### src/rtl/serial_add_pkg.sv
// Shared definitions for the bit-serial adder controller.
package serial_add_pkg;

  // Default operand/result width.
  localparam int unsigned DEFAULT_WIDTH = 8;

  // Controller states.
  typedef enum logic {
    IDLE  = 1'b0,
    SHIFT = 1'b1
  } state_e;

endpackage : serial_add_pkg

### src/rtl/piso_shift.sv
// Parallel-load, LSB-first shift register. bit_o always shows the current LSB.
// A shift moves the contents right and fills the top with zeros.
module piso_shift #(
  parameter int unsigned WIDTH = 8
) (
  input  logic             clk,
  input  logic             rst_n,
  input  logic             load_i,
  input  logic             shift_i,
  input  logic [WIDTH-1:0] data_i,
  output logic             bit_o
);

  logic [WIDTH-1:0] q_q;
  logic [WIDTH-1:0] q_d;

  // Next contents: a load takes priority over a shift.
  always_comb begin
    q_d = q_q;
    if (load_i) begin
      q_d = data_i;
    end else if (shift_i) begin
      q_d = {1'b0, q_q[WIDTH-1:1]};
    end
  end

  // Contents register.
  always_ff @(posedge clk or negedge rst_n) begin
    if (!rst_n) begin
      q_q <= '0;
    end else begin
      q_q <= q_d;
    end
  end

  assign bit_o = q_q[0];

endmodule : piso_shift

### src/rtl/serial_add_ctrl.sv
// Bit-serial operand sequencer and result collector for an external
// registered full-adder stage (which updates on the falling clock edge).
// Presents one bit pair per cycle LSB-first, loops the adder carry back,
// and assembles the sum bits into a parallel result.
module serial_add_ctrl
  import serial_add_pkg::*;
#(
  parameter int unsigned WIDTH = DEFAULT_WIDTH
) (
  input  logic             clk,
  input  logic             rst_n,
  input  logic             start,
  input  logic [WIDTH-1:0] op_a,
  input  logic [WIDTH-1:0] op_b,
  input  logic             cin,
  output logic             busy,
  output logic             done,
  output logic [WIDTH-1:0] result,
  output logic             cout,
  output logic             fa_a,
  output logic             fa_b,
  output logic             fa_cin,
  input  logic             fa_sum,
  input  logic             fa_cout
);

  localparam int unsigned CW = $clog2(WIDTH);
  localparam logic [CW-1:0] LAST = CW'(WIDTH - 1);

  state_e           state_q,  state_d;
  logic [CW-1:0]    cnt_q,    cnt_d;
  logic [WIDTH-1:0] sum_q,    sum_d;
  logic [WIDTH-1:0] result_q, result_d;
  logic             cout_q,   cout_d;
  logic             busy_q,   busy_d;
  logic             done_q,   done_d;
  logic             fa_a_q,   fa_a_d;
  logic             fa_b_q,   fa_b_d;
  logic             fa_cin_q, fa_cin_d;

  logic             load;
  logic             shift;
  logic             a_bit;
  logic             b_bit;

  // Bit 0 goes straight to the adder on the start edge, so the shifters
  // only hold the remaining upper bits.
  piso_shift #(.WIDTH(WIDTH)) u_shift_a (
    .clk    (clk),
    .rst_n  (rst_n),
    .load_i (load),
    .shift_i(shift),
    .data_i ({1'b0, op_a[WIDTH-1:1]}),
    .bit_o  (a_bit)
  );

  piso_shift #(.WIDTH(WIDTH)) u_shift_b (
    .clk    (clk),
    .rst_n  (rst_n),
    .load_i (load),
    .shift_i(shift),
    .data_i ({1'b0, op_b[WIDTH-1:1]}),
    .bit_o  (b_bit)
  );

  // Next-state, sequencing and result collection.
  always_comb begin
    state_d  = state_q;
    cnt_d    = cnt_q;
    sum_d    = sum_q;
    result_d = result_q;
    cout_d   = cout_q;
    busy_d   = busy_q;
    done_d   = 1'b0;
    fa_a_d   = fa_a_q;
    fa_b_d   = fa_b_q;
    fa_cin_d = fa_cin_q;
    load     = 1'b0;
    shift    = 1'b0;

    case (state_q)
      IDLE: begin
        if (start) begin
          load     = 1'b1;
          fa_a_d   = op_a[0];
          fa_b_d   = op_b[0];
          fa_cin_d = cin;
          cnt_d    = '0;
          busy_d   = 1'b1;
          state_d  = SHIFT;
        end
      end
      SHIFT: begin
        shift    = 1'b1;
        sum_d    = {fa_sum, sum_q[WIDTH-1:1]};
        fa_cin_d = fa_cout;
        fa_a_d   = a_bit;
        fa_b_d   = b_bit;
        cnt_d    = cnt_q + CW'(1);
        if (cnt_q == LAST) begin
          result_d = {fa_sum, sum_q[WIDTH-1:1]};
          cout_d   = fa_cout;
          done_d   = 1'b1;
          busy_d   = 1'b0;
          fa_a_d   = 1'b0;
          fa_b_d   = 1'b0;
          fa_cin_d = 1'b0;
          cnt_d    = '0;
          state_d  = IDLE;
        end
      end
      default: state_d = IDLE;
    endcase
  end

  // State and output registers.
  always_ff @(posedge clk or negedge rst_n) begin
    if (!rst_n) begin
      state_q  <= IDLE;
      cnt_q    <= '0;
      sum_q    <= '0;
      result_q <= '0;
      cout_q   <= 1'b0;
      busy_q   <= 1'b0;
      done_q   <= 1'b0;
      fa_a_q   <= 1'b0;
      fa_b_q   <= 1'b0;
      fa_cin_q <= 1'b0;
    end else begin
      state_q  <= state_d;
      cnt_q    <= cnt_d;
      sum_q    <= sum_d;
      result_q <= result_d;
      cout_q   <= cout_d;
      busy_q   <= busy_d;
      done_q   <= done_d;
      fa_a_q   <= fa_a_d;
      fa_b_q   <= fa_b_d;
      fa_cin_q <= fa_cin_d;
    end
  end

  assign busy   = busy_q;
  assign done   = done_q;
  assign result = result_q;
  assign cout   = cout_q;
  assign fa_a   = fa_a_q;
  assign fa_b   = fa_b_q;
  assign fa_cin = fa_cin_q;

endmodule : serial_add_ctrl

### config.mk
export PLATFORM = sky130hd
export DESIGN_NAME = serial_add_ctrl
export DESIGN_NICKNAME = d
export VERILOG_FILES = /design/src/rtl/serial_add_pkg.sv /design/src/rtl/piso_shift.sv /design/src/rtl/serial_add_ctrl.sv
export SDC_FILE = /design/constraint.sdc
export NUM_CORES = 1
export LEC_CHECK = 0
export ABC_CLOCK_PERIOD_IN_PS = 1300
export CAP_MARGIN = 5
export CORE_MARGIN = 4
export CORE_UTILIZATION = 45
export DETAILED_ROUTE_END_ITERATION = 8
export PLACE_DENSITY = 0.79
export SYNTH_ARGS = -nofsm -noshare
export SYNTH_HDL_FRONTEND = slang
export SYNTH_SLANG_ARGS = --single-unit
### constraint.sdc
create_clock -name clk -period 1.3 [get_ports clk]
set_input_delay 0.26 -clock clk [delete_from_list [all_inputs] [get_ports clk]]
set_output_delay 0.26 -clock clk [all_outputs]
set_load 0.05 [all_outputs]
# After elaboration in Yosys (flattened, before gate mapping)
# Index checks and enable logic that the tools add are counted.
# word_totals
register_bits	42
wordCells	46
# classes
n_addsub	1
n_eq_ne	3
muxes	26
bitwise	1
n_reduce_logical	3
# op_table
cell	n
8-bit two-way mux	4
1-bit two-way mux	14
1-bit case mux with 2 select lines	5
3-bit two-way mux	2
3-bit case mux with 2 select lines	1
2-bit AND reduction	2
3-bit by 1-bit adder with 3-bit output, second input constant	1
3-bit == test, second input constant	1
2-bit by 1-bit inequality test with 1-bit output, second input constant	1
2-bit inequality test, second input constant	1
2-bit nonzero test	1
1-bit NOT	1

# Longest topological paths before layout
# logic_depth
word_depth	3
depth_mapped	4
ltp_nobuf	4

# Hierarchy
# Synthesis repeated with hierarchy kept, for this count alone.
# hier_totals
hier_cells	134
hier_area_um2	1809.2
# modules_own_cells
mod	instances	cells_each	area_each_um2	seq_area_each_um2
serial_add_ctrl	1	66	1071.0	625.6
piso_shift	2	34	369.1	200.2

# Worst setup path after synthesis
# No wires, ideal clock.
# synth_timing
path_kind	register -> register
start	reg cnt_q[0]
end	reg cout_q, in the netlist cout
arrival_time_ns	1.255
slack_ns	-0.080
path_stages_with_launch	5
n_path_buf	0
path_cell_list	dfrtp_1 -> ha_1 -> ha_1 -> nand2_4 -> mux2_4
# synth_via
elab_chain_len	2
# synth_lines
element	line_no	text
start, declared	serial_add_ctrl.sv:31	logic [CW-1:0] cnt_q, cnt_d;
start signal, assigned	serial_add_ctrl.sv:131	cnt_q <= cnt_d;
3-bit == test	serial_add_ctrl.sv:100	if (cnt_q == LAST) begin
2-bit AND reduction (no line)	n/a	
end signal, assigned	serial_add_ctrl.sv:134	cout_q <= cout_d;
end, declared	serial_add_ctrl.sv:34	logic cout_q, cout_d;
# No other way between the ends.
# A chain may end at the register's enable or synchronous reset.

# Final worst setup path
# layout_timing
start	reg cnt_q[0]
end	reg result_q[6], in the netlist result[6]
# layout_via
elab_chain_len	2
# layout_lines
element	line_no	text
3-bit == test	serial_add_ctrl.sv:100	
2-bit AND reduction (no line)	n/a	
end signal, assigned	serial_add_ctrl.sv:133	result_q <= result_d;
end, declared	serial_add_ctrl.sv:33	logic [WIDTH-1:0] result_q, result_d;
# No other way between the ends.

==> impl_metrics.csv <==
group,metric,value,unit
sta,timing.clock.skew,0.00747,ns
sta,finalHoldViolCount,0,
synth,netlist.area_leader.share,57.4,%
synth,syn_nets,149,
clock_tree,clockBufferDepth,2,
finish,instances_no_fill,221,
clock_tree,tritoncts,"done",
critical_path,worstSetupStartpointType,"flip-flop",
grt,vias_in_the_first_global_route,1155,
floorplan,rows,22,
sta,finalSetupViolCount,9,
sta,achievable-frequency,0.743,GHz
route,drt.antenna.violating_nets,0,
finish,utilization,68.1,%
route,dr_total_vias,1095,
floorplan,start_util,46.5,%
route,dr.first_iter.drc_count,43,
synth,synth_area_leaders,"sky130_fd_sc_hd__dfrtp_1 (57%), sky130_fd_sc_hd__mux2_4 (13%), sky130_fd_sc_hd__mux2i_1 (11%)",
critical_path,critical_path.max_fanout,5,
critical_path,crit_path_end_kind,"flip-flop",
critical_path,worst-r2r-setup-slack,-0.05,ns
synth,synth-warning-count,0,
grt,grt.total_usage,14.8,%
synth,syn_area_cell,13.7,um2
sta,worst_slew_margin_rel,73.8,%
placed_design,post-place-ws,-0.156,ns
route,drt_wl_total,3230,um
route,vias_per_cell,4.95,
grt,grt_first_pass_wirelength,5630,um
synth,yosys_register_bits,39,
floorplan,floorplan.die.width,69.5,um
synth,syn-cell-area,0.00170,mm2
power_and_ir_drop,fin_total_pwr,6.60,mW
critical_path,r2r_end,"result[6]$_DFFE_PN0P_",
grt,grt_start_max_net_pins,29,
power_and_ir_drop,power_density,2650,mW/mm2
synth,synth_most_common_cell,"sky130_fd_sc_hd__dfrtp_1",
critical_path,critical_path_arrival,1.52,ns
outcome,violations,"negative setup slack",
floorplan,die_height,69.5,um
floorplan,number_of_placed_i_o_pins,36,
grt,grt_overflow_total,0,
power_and_ir_drop,max-vdd-ir-drop,0.00191,V
finish,diodes,0,
sta,final_critical_path_setup_slack,-0.0467,ns
route,drc,0,
route,avgRoutedWirePerCell,14.6,um
clock_tree,worstSkewPairLatency,0.29,ns
sta,grt_setup_unrepaired,"true",
route,detail_route.first_pass.iterations,4,
min_path,min_path_type,"in -> async",
placed_design,place_congestion,0.693,
power_and_ir_drop,power.leakage,1.20,nW
clock_tree,clk_root_buffer_cell,"sky130_fd_sc_hd__clkbuf_8",
run,max_cap_viol_count,0,
floorplan,die_ar,0.00483,mm2
placed_design,dpl.cell_count,207,
placed_design,port_buffers,35,
clock_tree,clk_pin_slew_worst_paths,0.07,ns
critical_path,r2r_start,"cnt_q[0]$_DFFE_PN0P_",
clock_tree,cts_buf_count,5,
synth,netlist_instances,124,
synth,synth_ff_type,"sky130_fd_sc_hd__dfrtp_1",
critical_path,crit_required,1.47,ns
outcome,outcome,"finished, violations left",
critical_path,timing.reg2reg.worst_path_depth,4,
sta,holdWs,0.425,ns
synth,ys_async_sr_fraction,100,%
placed_design,dp_hpwl,2400,um
sta,worst_slew_pin_slew,0.394,ns
clock_tree,htree_num_levels,2,
finish,finish.net_count,197,
synth,synth-seq-area-share,57.4,%
synth,synth.top_cells.by_count,"sky130_fd_sc_hd__dfrtp_1 (39), sky130_fd_sc_hd__mux2i_1 (18), sky130_fd_sc_hd__mux2_4 (15)",
synth,synth_enable_flop_cells,0,
finish,synthToLayoutAreaGrowth,46.6,%
critical_path,ws_path_type,"reg -> reg",
sta,timing.final.max_slew_violations,0,
sta,period_share,104,%
finish,layout-drive-gt1-share,32.4,%
synth,synth.largest_area_cell,"sky130_fd_sc_hd__dfrtp_1",
clock_tree,tritoncts_num_sinks,39,
synth,synthDistinctLibCells,17,
floorplan,core_area,0.00366,mm2
sta,layout_min_cycle_time,1.35,ns
grt,number_of_antenna_violations_at_the_first_check_in_global_routing,0,
## metal layers
metal / wire length (um) / GRT usage, % / part of all wire (%) / vias up
li1: - / - / - / 530
met2: 1590 / 23.6 / 49 / 32
met5: 0 / 0 / 0 / -
met1: 1390 / 17.9 / 43 / 524
met4: 89 / 6.94 / 2.8 / 0
met3: 162 / 5.07 / 5.0 / 9
## where the power goes
group	switching, mW	total [mW]	internal, mW
sequential	0.510	2.26	1.75
combinational	1.45	3.32	1.86
clock	0.406	1.03	0.621
## layout by cell type (no fill, tap or decap), types with 2 or more instances in the layout
cell,instances
sky130_fd_sc_hd__o21ai_0,12
sky130_fd_sc_hd__nand2_8,2
sky130_fd_sc_hd__clkbuf_8,6
sky130_fd_sc_hd__buf_12,18
sky130_fd_sc_hd__dfrtp_1,38
sky130_fd_sc_hd__inv_1,3
sky130_fd_sc_hd__nor2_1,5
sky130_fd_sc_hd__clkdlybuf4s50_1,20
sky130_fd_sc_hd__buf_4,7
sky130_fd_sc_hd__mux2i_1,18
sky130_fd_sc_hd__o2bb2ai_1,3
sky130_fd_sc_hd__nand2_1,12
sky130_fd_sc_hd__a22o_1,3
sky130_fd_sc_hd__mux2_4,15
## worst max-delay path: stages (launching register included)
cell,delay [ns]
sky130_fd_sc_hd__dfrtp_1,0.40
sky130_fd_sc_hd__ha_2,0.22
sky130_fd_sc_hd__ha_4,0.20
sky130_fd_sc_hd__nand2_8,0.11
sky130_fd_sc_hd__mux2_4,0.30
## worst max path at each step
stage	from	end	slack, ns	cells past startpoint
after floorplan	cnt_q[0]$_DFFE_PN0P_	cout$_DFFE_PN0P_	0.02	4
after global placement	start	u_shift_b.q_q[5]$_DFFE_PN0P_	-0.07	4
after detailed placement	start	u_shift_a.q_q[4]$_DFFE_PN0P_	-0.16	4
after CTS	cnt_q[0]$_DFFE_PN0P_	result[2]$_DFFE_PN0P_	-0.02	4
after global routing	cnt_q[0]$_DFFE_PN0P_	result[6]$_DFFE_PN0P_	-0.07	4
final	cnt_q[0]$_DFFE_PN0P_	result[6]$_DFFE_PN0P_	-0.05	4
## cell families after synthesis
| kind of cell | Yosys count | synth area share (%) |
|---|---|---|
| adder cells (fa/ha/maj) | 3 | 2.21 |
| multiplexers | 34 | 24.5 |
| AND/OR/NAND/NOR | 19 | 4.78 |
| buffers and inverters | 10 | 4.19 |
| AO/OA/AOI/OAI | 19 | 6.99 |
| flip-flops | 39 | 57.4 |
## what timing repair did
item                                    CTS  global route
endpoints found under the setup margin    9            12
resized for setup                         1             2
endpoints found under the hold margin    16             0
hold buffers                              1             0
cloned                                    1             0
buffers inserted                          2             2
## metrics by stage
| step | TNS, ns | area [um2] |
|---|---|---|
| global placement | -0.964 | 2310 |
| CTS | -0.0982 | 2470 |
| detailed placement | -1.67 | 2310 |
| floorplan | 0 | 1730 |
| global route | -0.505 | 2490 |
| finish | -0.276 | 2490 |
## area by class of cell
cell class,instances,area [um2]
inverters,3,11.3
clock inverters,2,35.0
repair buffers,47,628
fillers,244,1170
well taps,48,60.1
flip-flops and latches,39,977
clock buffers,6,82.6
multi-input cells,76,701
## sequential cells by signal (all words and copies together) (netlist names), 3 cells and up
register       cells
u_shift_a.q_q      7
cnt_q              3
u_shift_b.q_q      7
result             8
sum_q              7
Note: power is estimated with default switching activity, not from simulation.
